<file path="src/rtl/router_pkg.sv">
// Shared types and constants for the router input-side arbiter.
// Header byte layout: destination address in the low bits, payload length above.
package router_pkg;

  typedef enum logic [1:0] {
    IDLE,
    XFER,
    GAP
  } arb_state_t;

  localparam int DEF_N_SRC  = 3;
  localparam int DEF_DATA_W = 8;

  localparam int ADDR_LSB = 0;
  localparam int ADDR_W   = 2;
  localparam int LEN_LSB  = 2;

endpackage

</file>
<file path="src/rtl/router_rr_pick.sv">
// Combinational round-robin picker: first requester at or after rr_ptr_i,
// wrapping modulo N_SRC; pick_o is one-hot.
module router_rr_pick #(
  parameter int N_SRC = 3,
  parameter int PTR_W = 2
) (
  input  logic [N_SRC-1:0] req_i,
  input  logic [PTR_W-1:0] rr_ptr_i,
  output logic [N_SRC-1:0] pick_o,
  output logic             valid_o
);

  logic [PTR_W:0]   sum;
  logic [PTR_W-1:0] idx;

  always_comb begin
    pick_o  = '0;
    valid_o = 1'b0;
    sum     = '0;
    idx     = '0;
    for (int i = 0; i < N_SRC; i++) begin
      // One extra bit so ptr+i cannot overflow before the modulo fold.
      sum = {1'b0, rr_ptr_i} + (PTR_W+1)'(i);
      if (sum >= (PTR_W+1)'(N_SRC)) sum = sum - (PTR_W+1)'(N_SRC);
      idx = sum[PTR_W-1:0];
      if (!valid_o && req_i[idx]) begin
        pick_o[idx] = 1'b1;
        valid_o     = 1'b1;
      end
    end
  end

endmodule

</file>
<file path="src/rtl/router_in_arb.sv">
// Round-robin packet arbiter sharing the router's single input port among
// N_SRC sources; a grant spans header through parity, then waits out busy.
module router_in_arb
  import router_pkg::*;
#(
  parameter int N_SRC  = DEF_N_SRC,
  parameter int DATA_W = DEF_DATA_W
) (
  input  logic                    clock,
  input  logic                    resetn,
  input  logic [N_SRC-1:0]        src_pkt_valid,
  input  logic [N_SRC*DATA_W-1:0] src_data,
  output logic [N_SRC-1:0]        src_ready,
  output logic [N_SRC-1:0]        src_grant,
  output logic [N_SRC-1:0]        src_abort,
  input  logic                    busy,
  input  logic                    soft_reset,
  output logic                    pkt_valid,
  output logic [DATA_W-1:0]       data_in,
  output logic                    pkt_done
);

  localparam int PTR_W = (N_SRC > 1) ? $clog2(N_SRC) : 1;

  arb_state_t       state_q, state_d;
  logic [N_SRC-1:0] grant_q, grant_d;
  logic [PTR_W-1:0] rr_ptr_q, rr_ptr_d;
  logic             hdr_sent_q, hdr_sent_d;
  logic [N_SRC-1:0] abort_q, abort_d;
  logic             done_q, done_d;

  logic [N_SRC-1:0]  pick;
  logic              pick_valid;
  logic [PTR_W-1:0]  g_idx;
  logic [PTR_W-1:0]  g_next;
  logic [DATA_W-1:0] src_bytes [N_SRC];

  router_rr_pick #(
    .N_SRC (N_SRC),
    .PTR_W (PTR_W)
  ) u_pick (
    .req_i    (src_pkt_valid),
    .rr_ptr_i (rr_ptr_q),
    .pick_o   (pick),
    .valid_o  (pick_valid)
  );

  always_comb begin
    g_idx = '0;
    for (int i = 0; i < N_SRC; i++) begin
      src_bytes[i] = src_data[i*DATA_W +: DATA_W];
      if (grant_q[i]) g_idx = PTR_W'(i);
    end
    g_next = (g_idx == PTR_W'(N_SRC-1)) ? '0 : g_idx + 1'b1;
  end

  // NOTE: every output of this block gets a default first, so no path can
  // leave a variable unassigned and infer a latch.
  always_comb begin
    state_d    = state_q;
    grant_d    = grant_q;
    rr_ptr_d   = rr_ptr_q;
    hdr_sent_d = hdr_sent_q;
    abort_d    = '0;
    done_d     = 1'b0;
    pkt_valid  = 1'b0;
    data_in    = '0;
    src_ready  = '0;

    case (state_q)
      IDLE: begin
        if (!busy && pick_valid) begin
          grant_d = pick;
          state_d = XFER;
        end
      end
      XFER: begin
        pkt_valid = src_pkt_valid[g_idx];
        data_in   = src_bytes[g_idx];
        if (!busy) begin
          if (!hdr_sent_q) begin
            if (src_pkt_valid[g_idx]) begin
              src_ready[g_idx] = 1'b1;
              hdr_sent_d       = 1'b1;
            end else begin
              // Source withdrew before its header went out: release quietly.
              grant_d  = '0;
              rr_ptr_d = g_next;
              state_d  = IDLE;
            end
          end else begin
            src_ready[g_idx] = 1'b1;
            if (!src_pkt_valid[g_idx]) begin
              grant_d    = '0;
              hdr_sent_d = 1'b0;
              rr_ptr_d   = g_next;
              done_d     = 1'b1;
              state_d    = GAP;
            end
          end
        end
      end
      GAP: begin
        if (!busy) state_d = IDLE;
      end
      default: state_d = IDLE;
    endcase

    // Soft reset overrides everything above, including a same-cycle parity beat.
    if (soft_reset) begin
      state_d    = IDLE;
      grant_d    = '0;
      hdr_sent_d = 1'b0;
      done_d     = 1'b0;
      rr_ptr_d   = rr_ptr_q;
      if (|grant_q) begin
        abort_d  = grant_q;
        rr_ptr_d = g_next;
      end
    end
  end

  // NOTE: state registers use non-blocking assignments so every flop samples
  // the pre-edge values regardless of statement order.
  always_ff @(posedge clock) begin
    if (!resetn) begin
      state_q    <= IDLE;
      grant_q    <= '0;
      rr_ptr_q   <= '0;
      hdr_sent_q <= 1'b0;
      abort_q    <= '0;
      done_q     <= 1'b0;
    end else begin
      state_q    <= state_d;
      grant_q    <= grant_d;
      rr_ptr_q   <= rr_ptr_d;
      hdr_sent_q <= hdr_sent_d;
      abort_q    <= abort_d;
      done_q     <= done_d;
    end
  end

  assign src_grant = grant_q;
  assign src_abort = abort_q;
  assign pkt_done  = done_q;

endmodule
</file>
<file path="config.mk">
export PLATFORM = sky130hd
export DESIGN_NAME = router_in_arb
export DESIGN_NICKNAME = d
export VERILOG_FILES = /design/src/rtl/router_pkg.sv /design/src/rtl/router_rr_pick.sv /design/src/rtl/router_in_arb.sv
export SDC_FILE = /design/constraint.sdc
export NUM_CORES = 1
export LEC_CHECK = 0
export BUFFER_PORTS_ARGS = -buffer_cell sky130_fd_sc_hd__buf_2
export CORE_UTILIZATION = 25
export CTS_CLUSTER_DIAMETER = 100
export DETAILED_ROUTE_END_ITERATION = 6
export GPL_ROUTABILITY_DRIVEN = 0
export REMOVE_ABC_BUFFERS = 1
export SYNTH_ARGS = -nofsm -noshare
export SYNTH_HDL_FRONTEND = slang
export SYNTH_SLANG_ARGS = --single-unit
</file>
<file path="constraint.sdc">
create_clock -name clock -period 2.15 [get_ports clock]
set_input_delay 0.1075 -clock clock [delete_from_list [all_inputs] [get_ports clock]]
set_output_delay 0.1075 -clock clock [all_outputs]
set_load 0.01 [all_outputs]
</file>
==> results of run 1 <==
-- layout by cell type, fill, tap and decap left out, types with 2 or more instances in the layout --
| master | instances |
|---|---|
| o21ai_0 | 8 |
| ha_1 | 3 |
| and3_1 | 3 |
| nor2b_1 | 4 |
| inv_1 | 4 |
| a21oi_1 | 10 |
| nor2_1 | 23 |
| nand3_1 | 4 |
| o31ai_1 | 2 |
| buf_2 | 49 |
| o211a_1 | 2 |
| dfxtp_1 | 12 |
| nand3b_1 | 2 |
| nand2b_1 | 2 |
| buf_4 | 3 |
| clkbuf_8 | 4 |
| a31oi_1 | 2 |
| mux2i_1 | 13 |
| o22ai_1 | 7 |
| nand2_1 | 15 |
-- Yosys cell counts (all sizes together) --
cell	count	area, µm²
nor2	23	86.33
nand2	15	56.30
mux2i	13	130.1
dfxtp	12	240.2
a21oi	10	50.05
o21ai	9	45.04
o22ai	7	43.79
buf	6	42.54
clkbuf	4	15.01
ha	4	50.05
inv	4	15.01
nand3	4	20.02
nor2b	4	25.02
and3	3	18.77
a31oi	2	12.51
nand2b	2	12.51
nand3b	2	15.01
o211a	2	20.02
o31ai	2	15.01
a211oi	1	7.510
a221oi	1	8.760
and2	1	6.260
mux2	1	11.26
nand4b	1	8.760
nor3	1	5.000
nor3b	1	7.510
nor4b	1	8.760
o211ai	1	7.510
o21a	1	7.510
o32ai	1	8.760
or2	1	6.260
or3	1	11.26
-- per-layer routing --
metal,up-vias,routed length [µm],track usage
li1,597,-,-
met2,16,1297,0.1964
met1,517,1273,0.1544
met3,0,118,0.05172
met4,0,0,0.008152
met5,-,0,0
-- worst max-delay path: cells and delay by family (launching register included) --
family	cells	cell delay [ps]
compound gates	3	510
fa+ha+maj	1	330
buf+inv	1	110
flops	1	370
mux	1	250
simple gates	1	350
-- layout make-up --
cell class                 count  area [µm²]  area share
sequential                    12       240.2      0.1771
tap                           48       60.06     0.04428
clock buffer                   4       55.05     0.04059
multi-input combinational    115       718.2      0.5295
inverter                       4       15.01     0.01107
timing repair buffer          52       267.8      0.1974
-- power by group --
part | internal, mW | switching (mW) | total (mW) | leakage (nW)
clock | 0.162 | 0.0822 | 0.244 | 0.0288
combinational | 0.0715 | 0.0790 | 0.151 | 0.494
sequential | 0.227 | 0.00559 | 0.233 | 0.0970
-- registers in the layout (all words and copies together), names as in the netlist --
register    cells
src_abort       3
src_grant       3
rr_ptr_q        2
state_q         2
hdr_sent_q      1
pkt_done        1
-- worst paths after layout --
check | startpoint | to | slack [ps] | cells after the start
worst min register to register | state_q[1] | state_q[0] | 480 | 1
worst max register to register | rr_ptr_q[0] | src_grant[1] | 160 | 7
worst min-delay path | soft_reset | src_abort[2] | 180 | 2
worst max-delay path | rr_ptr_q[0] | src_grant[1] | 160 | 7
-- kinds of logic (layout without fill, tap and decap cells) --
logic type	after synthesis	count (layout)	synth area share
compound gates	37	37	0.2224
flops	12	12	0.2359
fa+ha+maj	4	4	0.04914
buf+inv	14	60	0.07124
simple gates	60	60	0.2825
mux	14	14	0.1388
-- per-stage QoR --
| stage | total power, mW | cell area, µm² | hold WS (ps) | util |
|---|---|---|---|---|
| finish | 0.6273 | 1356 | 180.3 | 0.3597 |
| global route | 0.6636 | 1356 | 195.6 | 0.3597 |
| CTS | 0.6340 | 1344 | 176.2 | 0.3563 |
| detailed placement | 0.3846 | 1289 | 425.8 | 0.3417 |
| global placement | 0.3844 | 1289 | 420.6 | 0.3417 |
| floorplan | 0.3226 | 960.9 | 237.9 | - |
==> results.json, run 1 <==
{
  "hp-class": "primary input to flop",
  "drv_cap": 0,
  "placedCellCount": 231,
  "dr_total_vias": 1130,
  "p_leak_nw": 0.6193,
  "clock_skew_ps": 0.5584,
  "routed_wl_um": 2689,
  "ctsResizeCount": 0,
  "cts_buffer_depth": 2,
  "io_buffer_count": 49,
  "core_um2": 3771,
  "dieHeight_um": 65.83,
  "hold_buffers": 0,
  "first_pass_iters": 4,
  "final_nets": 223,
  "num_antenna_cells": 0,
  "drc": 0,
  "numClockSinks": 12,
  "synth_area_um2": 1018,
  "slowest_stage": "dfxtp_1",
  "synthToLayoutAreaGrowth_pct": 33.17,
  "io_pins": 50,
  "grt_pass1_vias": 921,
  "finalSetupTns_ps": 0,
  "fin_cells": 235,
  "cts_buffers": 3,
  "clock_latency_ps": 240,
  "fillers": 389,
  "track_usage": 0.1213,
  "grt_pass1_wl_um": 4105,
  "drt_iter0_markers": 40,
  "worst_setup_path_start_kind": "flop",
  "die-area_um2": 4333,
  "p_per_area_nw_per_um2": 462.5,
  "fmax_mhz": 503.5,
  "relSlewSlack": 0.7036,
  "cp_max_fo": 10,
  "post_cts_buffers": 0,
  "ant_nets": 0,
  "wl_per_cell_um": 11.44,
  "avgSynthCellArea_um2": 7.223,
  "rsz0062_at_grt": "no",
  "drive_gt1_frac": 0.3209,
  "worst_slack_ps": 163.9,
  "seq_area_frac_synth": 0.2359,
  "pre_cts_ws_ps": 37.48,
  "netlist-cell-type-count": 34,
  "path_cells": "inv_1 > ha_4 > mux2i_1 > o21ai_1 > or3_4 > o211a_1 > o22ai_1",
  "die_w_um": 65.83,
  "slew_viol_final": 0,
  "grt-ovfl-total": 0,
  "end_kind": "flop",
  "worst_pin_slew_ps": 440.9,
  "cts_tree": "yes",
  "peakVddDrop_mv": 0.1634,
  "clkTransAtPathRegs_ps": 50,
  "grt_max_degree": 19,
  "slowest_delay_ps": 370,
  "cts-htree-levels": 1,
  "rows": 22,
  "cts_root_buf": "clkbuf_8",
  "ys_ff_latch": 12,
  "crit_type": "flop to flop",
  "netlist_instances": 141,
  "dp_hpwl_um": 2075,
  "ys_warn_count": 0,
  "worstPathArrival_ps": 2150,
  "setup_viol": 0,
  "min_period_over_period": 0.9238,
  "fin_crit_ps": 1986,
  "initial_core_util": 0.2701,
  "antenna_found_initial": 0,
  "status": "completed",
  "final-hold-violation-count": 0,
  "vias_per_cell": 4.809,
  "cp.required_ps": 2320
}
Note: power is estimated with default switching activity, not from simulation.
==> run 2, diff against run 1 <==
--- a/config.mk
+++ b/config.mk
@@ -6,10 +6,13 @@
 export NUM_CORES = 1
 export LEC_CHECK = 0
 export BUFFER_PORTS_ARGS = -buffer_cell sky130_fd_sc_hd__buf_2
-export CORE_UTILIZATION = 25
+export CELL_PAD_IN_SITES_DETAIL_PLACEMENT = 1
+export CELL_PAD_IN_SITES_GLOBAL_PLACEMENT = 1
+export CORE_UTILIZATION = 31
 export CTS_CLUSTER_DIAMETER = 100
 export DETAILED_ROUTE_END_ITERATION = 6
 export GPL_ROUTABILITY_DRIVEN = 0
+export PLACE_DENSITY_LB_ADDON = 0.1
 export REMOVE_ABC_BUFFERS = 1
 export SYNTH_ARGS = -nofsm -noshare
 export SYNTH_HDL_FRONTEND = slang
==> results.json, run 2 (synthesis gave the netlist of run 1 again) <==
{
  "seq_power_share": 0.405,
  "initial_core_util": 0.3309,
  "p_per_area_nw_per_um2": 428.2,
  "switching_share": 0.2993,
  "dp_hpwl_um": 2457,
  "drt_iter0_markers": 59,
  "combPwrFrac": 0.275,
  "worst_setup_path_start_kind": "flop",
  "drc": 0,
  "drv_cap": 0,
  "numClockSinks": 12,
  "p_int_uw": 402.8,
  "pre_cts_ws_ps": -27.38,
  "fin_crit_ps": 1993,
  "regArea_um2": 241.5,
  "die_w_um": 59.32,
  "final_common_cell": "buf_2",
  "slowest_stage": "or3_4",
  "drive_gt1_frac": 0.3351,
  "end_kind": "flop",
  "cp.required_ps": 2350,
  "clkPwrFrac": 0.320,
  "cts_buffer_depth": 2,
  "antenna_found_initial": 0,
  "cts_tree": "yes",
  "ant_nets": 0,
  "clock_skew_ps": 3.970,
  "status": "completed",
  "cts_buffers": 3,
  "fmax_mhz": 501.8,
  "slew_viol_final": 0,
  "peakVddDrop_mv": 0.1514,
  "first_pass_iters": 4,
  "worst_slack_ps": 157.3,
  "io_buffer_count": 49,
  "synthToLayoutAreaGrowth_pct": 31.82,
  "multi_input_area_um2": 721.9,
  "routed_wl_um": 3196,
  "path_cells": "inv_1 > ha_4 > mux2i_2 > o21ai_1 > or3_4 > o211a_1 > o22ai_1",
  "num_antenna_cells": 0,
  "grt_pass1_vias": 1077,
  "p_sw_uw": 172.1,
  "track_usage": 0.1880,
  "crit_type": "flop to flop",
  "final_nets": 224,
  "clkTransAtPathRegs_ps": 80,
  "p_leak_nw": 0.6104,
  "slowest_delay_ps": 370,
  "grt-ovfl-total": 0,
  "setup_viol": 0,
  "critPathTopFamily": "compound AO/OA/AOI/OAI gates",
  "final_area_um2": 1343,
  "dieHeight_um": 59.32,
  "relSlewSlack": 0.6543,
  "rows": 20,
  "layout_common_cells": "buf_2, nor2_1, nand2_1, mux2i_1, dfxtp_1",
  "grt_max_degree": 18,
  "hold_buffers": 0,
  "core_um2": 3078,
  "hp-class": "primary input to flop",
  "cts_root_buf": "clkbuf_4",
  "grt_pass1_wl_um": 5071,
  "fillers": 416,
  "dr_total_vias": 1162,
  "rsz0062_at_grt": "no",
  "die-area_um2": 3519,
  "placed_cell_area_um2": 1284,
  "final-hold-violation-count": 0,
  "p_total_uw": 574.9,
  "cp_max_fo": 6,
  "wl_per_cell_um": 13.78,
  "io_pins": 50,
  "min_period_over_period": 0.9269,
  "cts-htree-levels": 1,
  "path_buf_inv": 1,
  "worstPathArrival_ps": 2190,
  "vias_per_cell": 5.009,
  "worst_pin_slew_ps": 514.1,
  "clock_latency_ps": 270
}
-- run 2: cell type report --
cell class                 count  area share
clock buffer                   4     0.02703
multi-input combinational    115      0.5377
tap                           44     0.04101
timing repair buffer          53      0.2032
sequential                    12      0.1799
inverter                       4     0.01118
-- run 2: through the flow --
step,utilization,std cells,setup TNS (ps),hold slack [ps]
2_1_floorplan,-,131,0,237.9
3_3_place_gp,0.4171,227,0,418.1
3_5_place_dp,0.4171,227,-43.48,425.6
4_1_cts,0.4297,231,0,133.0
5_1_grt,0.4362,232,0,144.4
6_report,0.4362,232,0,142.5
-- run 2: worst reg2reg max path: cells and delay by family (launching register included) --
kind,cells,cell delay [ps]
AOI/OAI and AO/OA,3,540
and+or+nand+nor,1,370
DFF,1,360
buffers and inverters,1,80
adders and majority gates,1,310
muxes,1,250
-- run 2: timing repair --
action | 4_1_cts | 5_1_grt
gates resized for setup | 1 | 3
setup buffers | 0 | 1
setup endpoints to repair | 2 | 3
pin swaps | 0 | 1
-- run 2: final timing paths --
check	start	end	slack, ps	cells after the start
setup / recovery	rr_ptr_q[0]	src_grant[1]	160	7
setup reg to reg	rr_ptr_q[0]	src_grant[1]	160	7
hold / removal	soft_reset	src_abort[0]	140	2
hold reg to reg	state_q[1]	state_q[0]	490	1
-- run 2: layer usage --
metal  share of wire  global-route usage  vias up
li1                -                   -      593
met1            0.49              0.2629      551
met2            0.49              0.3034       16
met3           0.013             0.01965        2
met4          0.0078             0.05442        0
met5               0                   0        -
-- run 2: power groups by stage --
stage / combinational, mW / sequential [mW] / clock [mW]
finish: 0.158 / 0.233 / 0.184
floorplan: 0.0823 / 0.240 / 0
CTS: 0.154 / 0.232 / 0.188
detailed placement: 0.153 / 0.238 / 0
global placement: 0.148 / 0.237 / 0
global route: 0.176 / 0.234 / 0.202
